## src/rtl/tcni_pkg.sv

```systemverilog
// ---------------------------------------------------------------------------
// tcni_pkg
// Shared definitions for the TCNI receiver (and sender):
//   - tcni_recv_state : receiver FSM state encoding
//   - STATUS_*        : status codes presented on the receiver status port
//   - HDR_LEN_LSB     : low bit of the payload length field in a header flit
//   - WB_WORD/WB_NONE : byte write-enable patterns
//   - to_status()     : maps a receiver state to its status code
// ---------------------------------------------------------------------------
package tcni_pkg;

  typedef enum logic [2:0] {
    ST_IDLE     = 3'd0,
    ST_RECV     = 3'd1,
    ST_DONE     = 3'd2,
    ST_DRAIN    = 3'd3,
    ST_OVERFLOW = 3'd4
  } tcni_recv_state;

  localparam logic [2:0] STATUS_IDLE     = 3'd0;
  localparam logic [2:0] STATUS_RECV     = 3'd1;
  localparam logic [2:0] STATUS_DONE     = 3'd2;
  localparam logic [2:0] STATUS_DRAIN    = 3'd3;
  localparam logic [2:0] STATUS_OVERFLOW = 3'd4;

  // Length field occupies [HDR_LEN_LSB +: LEN_WIDTH] of the header flit;
  // everything above it is ignored.
  localparam int HDR_LEN_LSB = 0;

  localparam logic [3:0] WB_WORD = 4'b1111;
  localparam logic [3:0] WB_NONE = 4'b0000;

  function automatic logic [2:0] to_status(input tcni_recv_state st);
    logic [2:0] code;
    code = STATUS_IDLE;
    case (st)
      ST_IDLE:     code = STATUS_IDLE;
      ST_RECV:     code = STATUS_RECV;
      ST_DONE:     code = STATUS_DONE;
      ST_DRAIN:    code = STATUS_DRAIN;
      ST_OVERFLOW: code = STATUS_OVERFLOW;
      default:     code = STATUS_IDLE;
    endcase
    return code;
  endfunction

endpackage

```

## src/rtl/tcni_cycle_counter.sv

```systemverilog
// ---------------------------------------------------------------------------
// tcni_cycle_counter
// Free-running cycle counter, increments every clock and wraps to 0.
// Shared between the TCNI receiver and sender for timestamps.
// Ports:
//   clock_in  - clock
//   reset_in  - asynchronous, active-high reset (clears the count)
//   count_out - current count
// ---------------------------------------------------------------------------
module tcni_cycle_counter #(
  parameter int WIDTH = 32
) (
  input  logic             clock_in,
  input  logic             reset_in,
  output logic [WIDTH-1:0] count_out
);

  logic [WIDTH-1:0] count_d;
  logic [WIDTH-1:0] count_q;

  always_comb begin
    count_d = count_q + WIDTH'(1);
  end

  // NOTE: state is updated with non-blocking assignments so every flop
  // samples the pre-edge values of the others, independent of block order.
  always_ff @(posedge clock_in or posedge reset_in) begin
    if (reset_in) count_q <= '0;
    else          count_q <= count_d;
  end

  assign count_out = count_q;

endmodule

```

## src/rtl/tcni_receiver.sv

```systemverilog
// ---------------------------------------------------------------------------
// tcni_receiver
// Receives packets (header flit + <length> payload flits) from the network
// and writes the payload as consecutive words into a software-provided
// receive buffer. Packets longer than the buffer are drained and flagged as
// overflow. Software releases DONE/OVERFLOW with ack_in.
//
// Optional feature macro: TCNI_RECV_TIMESTAMP_EN
//   defined   -> recv_time_out holds the cycle count at header acceptance
//   undefined -> recv_time_out is constant 0 (no capture register)
//
// Ports:
//   clock_in, reset_in    - clock, asynchronous active-high reset
//   flit_in/_valid_in     - network flit and its valid
//   flit_ready_out        - receiver can accept a flit
//   addr_out/data_out     - memory byte address / write data (registered)
//   wb_out                - byte write enables, 4'b1111 for one cycle per write
//   buffer_location_in    - word-aligned receive buffer base (MMIO)
//   buffer_size_in        - buffer capacity in words (MMIO)
//   ack_in                - software releases a completed/overflowed packet
//   status                - receiver state code
//   recv_size_out         - length field of the last header
//   recv_time_out         - header arrival timestamp (see macro above)
// ---------------------------------------------------------------------------
module tcni_receiver
  import tcni_pkg::*;
#(
  parameter int MEMORY_BUS_WIDTH = 32,
  parameter int LEN_WIDTH        = 16
) (
  input  logic                          clock_in,
  input  logic                          reset_in,
  input  logic [MEMORY_BUS_WIDTH-1:0]   flit_in,
  input  logic                          flit_valid_in,
  output logic                          flit_ready_out,
  output logic [MEMORY_BUS_WIDTH-1:0]   addr_out,
  output logic [MEMORY_BUS_WIDTH-1:0]   data_out,
  output logic [3:0]                    wb_out,
  input  logic [MEMORY_BUS_WIDTH-1:2]   buffer_location_in,
  input  logic [LEN_WIDTH-1:0]          buffer_size_in,
  input  logic                          ack_in,
  output logic [2:0]                    status,
  output logic [LEN_WIDTH-1:0]          recv_size_out,
  output logic [MEMORY_BUS_WIDTH-1:0]   recv_time_out
);

  localparam int W = MEMORY_BUS_WIDTH;

  tcni_recv_state       state_d,     state_q;
  logic [W-1:2]         base_d,      base_q;
  logic [LEN_WIDTH-1:0] len_d,       len_q;
  logic [LEN_WIDTH-1:0] idx_d,       idx_q;
  logic [LEN_WIDTH-1:0] recv_size_d, recv_size_q;
  logic [W-1:0]         addr_d,      addr_q;
  logic [W-1:0]         data_d,      data_q;
  logic [3:0]           wb_d,        wb_q;

  logic [W-1:0]         cycle_count;
  logic                 accept;
  logic [LEN_WIDTH-1:0] hdr_len;
  logic [LEN_WIDTH-1:0] idx_inc;

  tcni_cycle_counter #(
    .WIDTH (W)
  ) u_cycle_counter (
    .clock_in  (clock_in),
    .reset_in  (reset_in),
    .count_out (cycle_count)
  );

  // Ready depends only on registered state, gated low while in reset.
  assign flit_ready_out = ~reset_in &
                          ((state_q == ST_IDLE) | (state_q == ST_RECV) |
                           (state_q == ST_DRAIN));
  assign accept  = flit_valid_in & flit_ready_out;
  assign hdr_len = flit_in[HDR_LEN_LSB +: LEN_WIDTH];
  assign idx_inc = idx_q + LEN_WIDTH'(1);

`ifdef TCNI_RECV_TIMESTAMP_EN
  logic [W-1:0] time_d, time_q;
`else
  // The counter is still built for REQ-level reuse; only the capture is dropped.
  logic unused_cycle_count;
  assign unused_cycle_count = ^cycle_count;
`endif

  // NOTE: every signal assigned here gets a default first; a path that
  // leaves one unassigned would infer a latch.
  always_comb begin
    state_d     = state_q;
    base_d      = base_q;
    len_d       = len_q;
    idx_d       = idx_q;
    recv_size_d = recv_size_q;
    addr_d      = addr_q;
    data_d      = data_q;
    wb_d        = WB_NONE;
`ifdef TCNI_RECV_TIMESTAMP_EN
    time_d      = time_q;
`endif

    unique case (state_q)
      ST_IDLE: begin
        if (accept) begin
          // MMIO values are latched here so later changes do not touch
          // the packet in flight.
          base_d      = buffer_location_in;
          len_d       = hdr_len;
          recv_size_d = hdr_len;
          idx_d       = '0;
`ifdef TCNI_RECV_TIMESTAMP_EN
          time_d      = cycle_count;
`endif
          if (hdr_len == '0)                 state_d = ST_DONE;
          else if (hdr_len > buffer_size_in) state_d = ST_DRAIN;
          else                               state_d = ST_RECV;
        end
      end

      ST_RECV: begin
        if (accept) begin
          // Full-width add so the byte address wraps modulo 2^W.
          addr_d = {base_q, 2'b00} + (W'(idx_q) << 2);
          data_d = flit_in;
          wb_d   = WB_WORD;
          idx_d  = idx_inc;
          if (idx_inc == len_q) state_d = ST_DONE;
        end
      end

      ST_DRAIN: begin
        if (accept) begin
          idx_d = idx_inc;
          if (idx_inc == len_q) state_d = ST_OVERFLOW;
        end
      end

      ST_DONE, ST_OVERFLOW: begin
        if (ack_in) state_d = ST_IDLE;
      end

      default: state_d = ST_IDLE;
    endcase
  end

  always_ff @(posedge clock_in or posedge reset_in) begin
    if (reset_in) begin
      state_q     <= ST_IDLE;
      base_q      <= '0;
      len_q       <= '0;
      idx_q       <= '0;
      recv_size_q <= '0;
      addr_q      <= '0;
      data_q      <= '0;
      wb_q        <= WB_NONE;
    end else begin
      state_q     <= state_d;
      base_q      <= base_d;
      len_q       <= len_d;
      idx_q       <= idx_d;
      recv_size_q <= recv_size_d;
      addr_q      <= addr_d;
      data_q      <= data_d;
      wb_q        <= wb_d;
    end
  end

`ifdef TCNI_RECV_TIMESTAMP_EN
  always_ff @(posedge clock_in or posedge reset_in) begin
    if (reset_in) time_q <= '0;
    else          time_q <= time_d;
  end
  assign recv_time_out = time_q;
`else
  assign recv_time_out = '0;
`endif

  assign addr_out      = addr_q;
  assign data_out      = data_q;
  assign wb_out        = wb_q;
  assign status        = to_status(state_q);
  assign recv_size_out = recv_size_q;

endmodule

```

## config.mk

```make
export PLATFORM = sky130hd
export DESIGN_NAME = tcni_receiver
export DESIGN_NICKNAME = d
export VERILOG_FILES = /design/src/rtl/tcni_pkg.sv /design/src/rtl/tcni_cycle_counter.sv /design/src/rtl/tcni_receiver.sv
export SDC_FILE = /design/constraint.sdc
export NUM_CORES = 1
export LEC_CHECK = 0
export ABC_AREA = 1
export BUFFER_PORTS_ARGS = -buffer_cell sky130_fd_sc_hd__buf_4
export CAP_MARGIN = 15
export CORE_MARGIN = 2
export CORE_UTILIZATION = 35
export CTS_BUF_LIST = sky130_fd_sc_hd__clkbuf_4
export DETAILED_ROUTE_END_ITERATION = 6
export PLACE_DENSITY = 0.59
export SETUP_SLACK_MARGIN = 0.02
export SLEW_MARGIN = 15
export SYNTH_ARGS = -nofsm -noshare
export SYNTH_HDL_FRONTEND = slang
export SYNTH_SLANG_ARGS = --single-unit
```

## constraint.sdc

```tcl
create_clock -name clock_in -period 6.2 [get_ports clock_in]
set_input_delay 0.93 -clock clock_in [delete_from_list [all_inputs] [get_ports clock_in]]
set_output_delay 0.93 -clock clock_in [all_outputs]
set_load 0.02 [all_outputs]
```

==> results of run 1 <==
[registers in the layout, summed over array words and instances, names as in the netlist]
register / count
wb_out: 1
addr_out: 30
idx_q: 16
base_q: 30
data_out: 32
state_q: 3
recv_size_out: 16
[cells in the mapped netlist (all sizes together) (9+ instances only)]
cell / n
buf: 54
nand3: 60
o22ai: 9
nand2: 289
nor2: 74
a21oi: 26
a31oi: 10
nand4: 21
inv: 116
mux2: 17
o21ai: 81
xor2: 14
ha: 33
dfrtp: 128
[layout make-up]
| cell class | instances | area, um^2 | share of cell area [%] |
|---|---|---|---|
| multi-input cells | 701 | 3616 | 39.09 |
| clock inverters | 14 | 214.0 | 2.313 |
| inverters | 116 | 437.9 | 4.734 |
| repair buffers | 173 | 1299 | 14.04 |
| diodes | 1 | 2.502 | 0.02705 |
| well taps | 275 | 344.1 | 3.719 |
| clock buffers | 18 | 135.1 | 1.461 |
| flip-flops and latches | 128 | 3203 | 34.62 |
[layout by cell type, fill, tap and decap left out, types with 10 or more instances in the layout]
| cell type | count |
|---|---|
| nand2_1 | 288 |
| a31oi_1 | 10 |
| inv_1 | 112 |
| buf_4 | 173 |
| nand4_1 | 21 |
| ha_1 | 33 |
| nor2_1 | 70 |
| clkbuf_4 | 18 |
| o21ai_0 | 52 |
| mux2_2 | 17 |
| conb_1 | 34 |
| o21ai_1 | 23 |
| xor2_1 | 14 |
| dfrtp_1 | 128 |
| nand3_1 | 59 |
| a21oi_1 | 26 |
[logic make-up (layout without fill, tap and decap cells)]
kind of cell,after synthesis,count (layout),share of synthesized area [%]
mux,17,17,2.541
fa+ha+maj,34,34,5.748
other cells,1,35,0.04979
xor+xnor,20,20,2.525
flops,128,128,42.52
simple gates,462,462,25.60
buf+inv,176,321,11.21
compound gates,134,134,9.801
[where the power goes]
part	switching, uW	total [uW]	internal (uW)
Clock	332	696	365
Sequential	289	1480	1190
Combinational	1080	1810	734
[how the worst min path moves through the flow]
stage	endpoint	slack (ns)	cells after the start	startpoint
floorplan	base_q[2]	0.49	1	base_q[2]
global placement	data_out[26]	0.46	2	data_out[26]
detailed placement	data_out[22]	0.46	2	data_out[22]
CTS	idx_q[8]	0.33	2	reset_in
global route	recv_size_out[14]	0.33	2	reset_in
finish	state_q[2]	0.35	2	reset_in
[stage by stage]
stage | hold WS, ns | area (um^2) | total power (uW) | worst slack, ns | util [%]
finish | 0.3541 | 9251 | 3986 | 2.670 | 43.87
global route | 0.3345 | 9251 | 4291 | 2.423 | 43.87
CTS | 0.3266 | 9249 | 4028 | 2.723 | 43.86
detailed placement | 0.4617 | 8900 | 3323 | 2.103 | 42.20
global placement | 0.4584 | 8900 | 3303 | 2.219 | 42.20
floorplan | 0.4874 | 7656 | 2585 | 0.9951 | -
[worst max-delay path, cell delays in order]
cell     delay, ns
buf_4         0.12
inv_4         0.27
nand3_2       0.16
nor2_4        0.38
inv_2         0.16
nor2_4        0.24
inv_2         0.17
nor2_4        0.10
buf_4         0.40
inv_2         0.37
buf_4         0.39
nand2_1       0.14
o21ai_2       0.05
[routing by layer]
metal  up-vias  track usage (%)  share of wire, %
li1       3405                -                 -
met1      3192            23.71                44
met2       258            31.11                46
met3        28            5.970               8.8
met4         0            5.654               1.7
met5         -                0                 0
==> impl_metrics.json, run 1 <==
{
  "grt_pass1_vias": 6460,
  "cp-startpoint": "reset_in",
  "timing.slew.headroom_pct": 52.29,
  "power_density_mw_per_mm2": 430.8,
  "io_buffers": 167,
  "yosys_warnings": 0,
  "drc": 0,
  "dr.pass1.iters": 5,
  "die_x_um": 150.7,
  "antenna_found_initial": 1,
  "fillers": 2219,
  "yosysUniqueCellTypes": 36,
  "reg2reg_setup_slack_ns": 2.86,
  "drt-wirelength-per-cell_um": 14.85,
  "ff2ff_path_depth": 12,
  "clock_path_buffers": 2,
  "tightest_slew_ns": 0.7139,
  "hold_viol": 0,
  "postRouteAntennaNets": 0,
  "drive_gt1_share_pct": 21.04,
  "synth_seq_cells": 128,
  "hp-class": "input pin to async pin",
  "critical_path_required_ns": 6.62,
  "skew_ns": 0.03045,
  "grt_max_degree": 54,
  "core_mm2": 0.02109,
  "place_inst": 1393,
  "clk_latency_ns": 0.56,
  "cts_resized": 0,
  "worst-setup-path-type": "input pin to flip-flop",
  "maxSlewViolCount": 0,
  "period_needed_ns": 3.530,
  "reg2reg_to": "addr_out[9]",
  "peakVddDrop_v": 0.0002585,
  "cts-hold-fix-buffers": 0,
  "fin_crit_sh_pct": 56.93,
  "fp.dieH_um": 150.7,
  "post_cts_buffers": 0,
  "initial_core_util_pct": 35.72,
  "cp-start-kind": "input pin",
  "areaGrowthSynthToFinish_pct": 22.82,
  "hpwl_mm": 16.61,
  "vias_per_cell": 4.827,
  "crit_path_end_kind": "flip-flop",
  "crit_path_max_fanout": 47,
  "synth_edf_count": 0,
  "ys_seq_area_share_pct": 42.52,
  "cp.arrival_ns": 3.95,
  "run_status": "finished, final reports clean",
  "max-cap-violations": 0,
  "async_flop_share_pct": 100.0,
  "grt_pass1_wl_mm": 33.15,
  "fmax_mhz": 283.3,
  "fin_cells": 1426,
  "leakage_uw": 0.004733,
  "cts_sinks": 128,
  "postSynthAreaPerCell_um2": 7.749,
  "vias": 6883,
  "setup_viol": 0,
  "grt-ovfl-total": 0,
  "synth_area_leader_cell": "dfrtp_1",
  "rsz0062_at_grt": "no",
  "dieArea_mm2": 0.02271,
  "layout.nets": 1253,
  "track_usage_pct": 18.87,
  "synth_ff_type": "dfrtp_1",
  "cts_inserted_buffers": 17,
  "synth.area.top_cells": "dfrtp_1 (43%), nand2_1 (14%), inv_1 (5.6%)",
  "drt_wl_total_mm": 21.18,
  "htree_levels": 4,
  "io_pins": 202,
  "netlist_instances": 972,
  "synth_top_area_share_pct": 42.52,
  "drt_iter0_markers": 390,
  "rows": 53,
  "gp_congestion": 0.8871,
  "cts_tree": "built",
  "tns_ns": 0,
  "cp-endpoint": "addr_out[9]",
  "syn-cell-area_mm2": 0.007532,
  "root_buffer": "clkbuf_4",
  "clk_pin_slew_ns": 0.12,
  "rr_startpoint": "state_q[1]"
}
Note: power is estimated with default switching activity, not from simulation.
==> run 2: changes to the inputs <==
==> constraint.sdc (replaced) <==
create_clock -name clock_in -period 3.4 [get_ports clock_in]
set_input_delay 0.51 -clock clock_in [delete_from_list [all_inputs] [get_ports clock_in]]
set_output_delay 0.51 -clock clock_in [all_outputs]
set_load 0.02 [all_outputs]
==> impl_metrics.json, run 2 (synthesized netlist as in run 1, its figures left out) <==
{
  "critical_path_required_ns": 3.86,
  "p_total_uw": 6919,
  "cts-hold-fix-buffers": 0,
  "grt_pass1_wl_mm": 33.71,
  "max-cap-violations": 0,
  "fin_crit_sh_pct": 74.46,
  "root_buffer": "clkbuf_4",
  "cts_resized": 0,
  "gp_congestion": 0.9172,
  "fillers": 2196,
  "initial_core_util_pct": 35.72,
  "layout.nets": 1254,
  "power_density_mw_per_mm2": 755.3,
  "core_mm2": 0.02109,
  "postRouteAntennaNets": 0,
  "htree_levels": 4,
  "drt_wl_total_mm": 21.04,
  "tightest_slew_ns": 0.7987,
  "vias": 6752,
  "setup_viol": 0,
  "ff2ff_path_depth": 12,
  "grt_pass1_vias": 6678,
  "maxSlewViolCount": 0,
  "io_pins": 202,
  "crit_path_end_kind": "flip-flop",
  "fmax_mhz": 395.0,
  "peakVddDrop_v": 0.0003524,
  "grt_max_degree": 129,
  "cts_sinks": 128,
  "drc": 0,
  "track_usage_pct": 19.07,
  "timing.slew.headroom_pct": 46.75,
  "clk_latency_ns": 0.54,
  "areaGrowthSynthToFinish_pct": 21.61,
  "rr_startpoint": "state_q[0]",
  "drive_gt1_share_pct": 21.08,
  "die_x_um": 150.7,
  "io_buffers": 167,
  "final_common_cell": "nand2_1",
  "dieArea_mm2": 0.02271,
  "drt-wirelength-per-cell_um": 14.77,
  "cp-startpoint": "state_q[0]",
  "crit_path_max_fanout": 47,
  "cts_inserted_buffers": 17,
  "hpwl_mm": 16.42,
  "clock_path_buffers": 2,
  "cts_tree": "built",
  "post_cts_buffers": 0,
  "fp.dieH_um": 150.7,
  "hold_viol": 0,
  "rsz0062_at_grt": "no",
  "cp-start-kind": "flip-flop",
  "grt-ovfl-total": 0,
  "antenna_found_initial": 1,
  "reg2reg_to": "addr_out[6]",
  "cp.arrival_ns": 2.99,
  "largest_reg_flops": 32,
  "rows": 53,
  "worst-setup-path-type": "flip-flop to flip-flop",
  "drt_iter0_markers": 413,
  "period_needed_ns": 2.532,
  "vias_per_cell": 4.738,
  "hp-class": "input pin to async pin",
  "clk_pin_slew_ns": 0.11,
  "layout_common_cells": "nand2_1 (282), buf_4 (173), dfrtp_1 (128)",
  "run_status": "finished, final reports clean",
  "dr.pass1.iters": 5,
  "skew_ns": 0.01829,
  "reg2reg_setup_slack_ns": 0.87,
  "whs_ns": 0.1547,
  "leakage_uw": 0.004678
}
[run 2: where the power goes]
| part | internal [uW] | switching, uW | total (uW) |
|---|---|---|---|
| registers | 2170 | 519 | 2690 |
| clock network | 351 | 544 | 895 |
| logic | 1360 | 1980 | 3340 |
| total | 3880 | 3040 | 6920 |
[run 2: metrics by stage]
stage                     instances  setup TNS (ns)  worst slack [ns]  area [um^2]  util, %
after floorplan                1005          -9.141           -0.1340         7722        -
after global placement         1394               0            0.7086         8939    42.39
after detailed placement       1394               0            0.6776         8939    42.39
after CTS                      1423               0            0.8595         9155    43.41
after global routing           1425               0            0.5211         9160    43.44
final                          1425               0            0.8685         9160    43.44
[run 2: worst max path at each step]
stage                         endpoint
after floorplan           addr_out[21]
after global placement    addr_out[12]
after detailed placement   addr_out[4]
after CTS                  addr_out[4]
after global routing      addr_out[13]
final                      addr_out[6]
[run 2: routing by layer]
layer | GRT usage [%] | share of wire [%] | up-vias
met4 | 4.813 | 1.1 | 0
met2 | 30.68 | 46 | 240
li1 | - | - | 3411
met5 | 0 | 0 | -
met1 | 25.50 | 45 | 3076
met3 | 5.212 | 7.9 | 25
[run 2: area by class of cell]
type                            instances  area, um^2  share of cell area [%]
Multi-Input combinational cell        701        3631                   39.64
Timing Repair Buffer                  174        1319                   14.40
Antenna cell                            2       5.005                 0.05464
Inverter                              116       441.7                   4.822
Tap cell                              275       344.1                   3.756
Clock buffer                           19       142.6                   1.557
Sequential cell                       128        3203                   34.97
Clock inverter                         10       73.82                  0.8059
[run 2: critical path, stage by stage (launching register included)]
cell,delay (ns)
dfrtp_1,0.41
inv_1,0.10
nand2_1,0.09
nand3_2,0.12
nor2_4,0.05
inv_4,0.09
nor2_4,0.07
inv_2,0.20
nor2_4,0.06
inv_2,0.45
buf_4,0.57
nand2_1,0.11
o21ai_1,0.09
==> run 3: changes to the inputs <==
--- a/config.mk
+++ b/config.mk
@@ -5,14 +5,14 @@
 export SDC_FILE = /design/constraint.sdc
 export NUM_CORES = 1
 export LEC_CHECK = 0
-export ABC_AREA = 1
+export ABC_AREA = 0
 export BUFFER_PORTS_ARGS = -buffer_cell sky130_fd_sc_hd__buf_4
 export CAP_MARGIN = 15
 export CORE_MARGIN = 2
 export CORE_UTILIZATION = 35
 export CTS_BUF_LIST = sky130_fd_sc_hd__clkbuf_4
 export DETAILED_ROUTE_END_ITERATION = 6
-export PLACE_DENSITY = 0.59
+export PLACE_DENSITY = 0.61
 export SETUP_SLACK_MARGIN = 0.02
 export SLEW_MARGIN = 15
 export SYNTH_ARGS = -nofsm -noshare
==> constraint.sdc (replaced) <==
create_clock -name clock_in -period 2.1 [get_ports clock_in]
set_input_delay 0.315 -clock clock_in [delete_from_list [all_inputs] [get_ports clock_in]]
set_output_delay 0.315 -clock clock_in [all_outputs]
set_load 0.02 [all_outputs]
==> impl_metrics.json, run 3 <==
{
  "seqPwrFrac_pct": 34.9,
  "postRouteAntennaNets": 0,
  "run_status": "finished with violations",
  "synth_seq_cells": 128,
  "pwr-share-clk_pct": 17.7,
  "hpwl_mm": 13.82,
  "p_sw_share_pct": 39.12,
  "timing.slew.headroom_pct": 53.61,
  "cts_sinks": 128,
  "largest_reg_flops": 32,
  "synth_area_leader_cell": "dfrtp_1",
  "antenna_found_initial": 1,
  "grt_pass1_vias": 6341,
  "syn-cell-area_mm2": 0.007214,
  "grt-ovfl-total": 0,
  "drt_iter0_markers": 260,
  "ys_seq_area_share_pct": 44.40,
  "leakage_uw": 0.005110,
  "yosys-top-cells-count": "nand2_1 (153), dfrtp_1 (128), o21ai_0 (53)",
  "vias_per_cell": 4.741,
  "worst-setup-path-type": "flip-flop to flip-flop",
  "use_met3_pct": 4.907,
  "cts_inserted_buffers": 17,
  "peakVddDrop_v": 0.0005717,
  "layout.nets": 1171,
  "fin_ws_ns": -0.3480,
  "rows": 52,
  "power_density_mw_per_mm2": 1182,
  "met2_usage_pct": 30.19,
  "synth_edf_count": 0,
  "whs_ns": 0.2493,
  "fp.dieH_um": 147.6,
  "setup_viol": 23,
  "netlist_instances": 750,
  "p_total_uw": 12450,
  "drive_gt1_share_pct": 36.14,
  "synth_top_area_share_pct": 44.40,
  "rsz0062_at_grt": "yes",
  "crit_path_max_fanout": 5,
  "violations": "negative setup slack",
  "crit_path_end_kind": "flip-flop",
  "yosysUniqueCellTypes": 60,
  "io_pins": 202,
  "synth_ff_type": "dfrtp_1",
  "io_buffers": 167,
  "fmax_mhz": 408.5,
  "switching_power_uw": 4872,
  "tns_ns": -4.676,
  "yosys_warnings": 0,
  "clock_path_buffers": 2,
  "internal_power_uw": 7581,
  "cts_tree": "built",
  "drt-wirelength-per-cell_um": 14.70,
  "grt_busiest_layer": "met2",
  "drt_wl_total_mm": 19.69,
  "skew_ns": 0.02337,
  "vias": 6348,
  "initial_core_util_pct": 35.65,
  "grt_pass1_wl_mm": 31.63,
  "gp_congestion": 0.8207,
  "hold_viol": 0,
  "clk_latency_ns": 0.55,
  "hp-class": "input pin to flip-flop",
  "track_usage_pct": 18.37,
  "cp.arrival_ns": 2.89,
  "power.share.combinational_pct": 47.5,
  "async_flop_share_pct": 100.0,
  "areaGrowthSynthToFinish_pct": 46.01,
  "root_buffer": "clkbuf_4",
  "grtUsageMet1_pct": 23.51,
  "max-cap-violations": 0,
  "synth_most_common_cell": "nand2_1",
  "htree_levels": 4,
  "cp-start-kind": "flip-flop",
  "core_mm2": 0.02023,
  "fin_crit_sh_pct": 116.6,
  "tightest_slew_ns": 0.6959,
  "maxSlewViolCount": 0,
  "drc": 0,
  "layout_common_cells": "buf_4 (244), nand2_1 (150), dfrtp_1 (128)",
  "clk_pin_slew_ns": 0.12,
  "postSynthAreaPerCell_um2": 9.619,
  "die_x_um": 147.6,
  "synth.area.top_cells": "dfrtp_1 (44%), nand2_1 (8.0%), mux2_2 (7.2%)",
  "period_needed_ns": 2.448,
  "critical_path_required_ns": 2.54,
  "grt_max_degree": 129,
  "final_common_cell": "buf_4",
  "dieArea_mm2": 0.02178,
  "dr.pass1.iters": 4,
  "utilization_pct": 52.06
}
[run 3: cell types whose count changed after synthesis, moves of 9 or more]
cell and change:
a21o_1 +16, inv_1 -88, mux2_2 +29, nand2_1 -135
nand3_1 -45, nand4_1 -11, nor2_1 -50, o21ai_1 -22
o31ai_1 +12, xnor2_1 +14, xor2_1 +9
[run 3: path summary, 6_finish.rpt]
kind | startpoint | to | slack (ns) | cells past startpoint
max in group asynchronous | reset_in | addr_out[10] | 1.04 | 4
worst max register to register | base_q[2] | addr_out[30] | -0.35 | 10
worst min register to register | data_out[15] | data_out[15] | 0.49 | 2
min in group asynchronous | reset_in | idx_q[6] | 0.57 | 4
worst min-delay path | flit_valid_in | idx_q[6] | 0.25 | 4
worst max-delay path | base_q[2] | addr_out[30] | -0.35 | 10
[run 3: repair_timing]
| item | 4_1_cts | 5_1_grt |
|---|---|---|
| endpoints found under the setup margin | 28 | 28 |
| gates resized for setup | 47 | 17 |
| pin swaps | 35 | 18 |
| cloned | 1 | 0 |
| setup buffers | 7 | 4 |
| hold buffers | 63 | 0 |
| endpoints found under the hold margin | 121 | 0 |
[run 3: layer usage]
layer / share of wire [%] / wire [um]
met1: 45 / 8801
met2: 48 / 9518
met3: 5.4 / 1056
met4: 1.6 / 308
met5: 0 / 0
[run 3: cell type report]
type                       instances  area (um^2)
fill                            1888         9701
multi-input combinational        562         3886
sequential                       128         3203
timing repair buffer             318         2613
tap                              270        337.8
clock inverter                    13        235.2
clock buffer                      19        142.6
inverter                          28        113.9
antenna                            1        2.502
[run 3: kinds of logic (layout without fill, tap and decap cells)]
kind of cell,count (synthesis),after routing,share of synthesized area (%)
simple gates,245,246,15.31
compound gates,155,155,14.17
flops,128,128,44.40
buf+inv,94,378,7.093
mux,51,51,7.874
xor+xnor,42,42,5.099
fa+ha+maj,34,34,6.001
other cells,1,35,0.05198
[run 3: metrics by stage]
stage,instances,cell area (um^2),setup slack [ns]
6_report,1339,10530,-0.3480
5_1_grt,1339,10530,-0.4814
4_1_cts,1334,10420,-0.3040
3_5_place_dp,1231,9171,-0.4837
3_3_place_gp,1231,9171,-0.4598
2_1_floorplan,783,7432,-1.325
[run 3: critical path: stages (launching register included)]
cell       delay (ns)
dfrtp_1          0.43
ha_4             0.18
fa_2             0.35
a21o_1           0.17
a21o_1           0.19
a2111oi_4        0.28
buf_4            0.20
nor3_4           0.08
o2111ai_2        0.21
xor2_1           0.16
o21ai_0          0.08
[run 3: power by group through the flow]
stage	logic [uW]	clock network [uW]	registers, uW
finish	5910	2200	4340
detailed placement	5500	0	4380
floorplan	2500	0	5060
global placement	5430	0	4350
global route	6430	2370	4490
CTS	5780	2280	4350
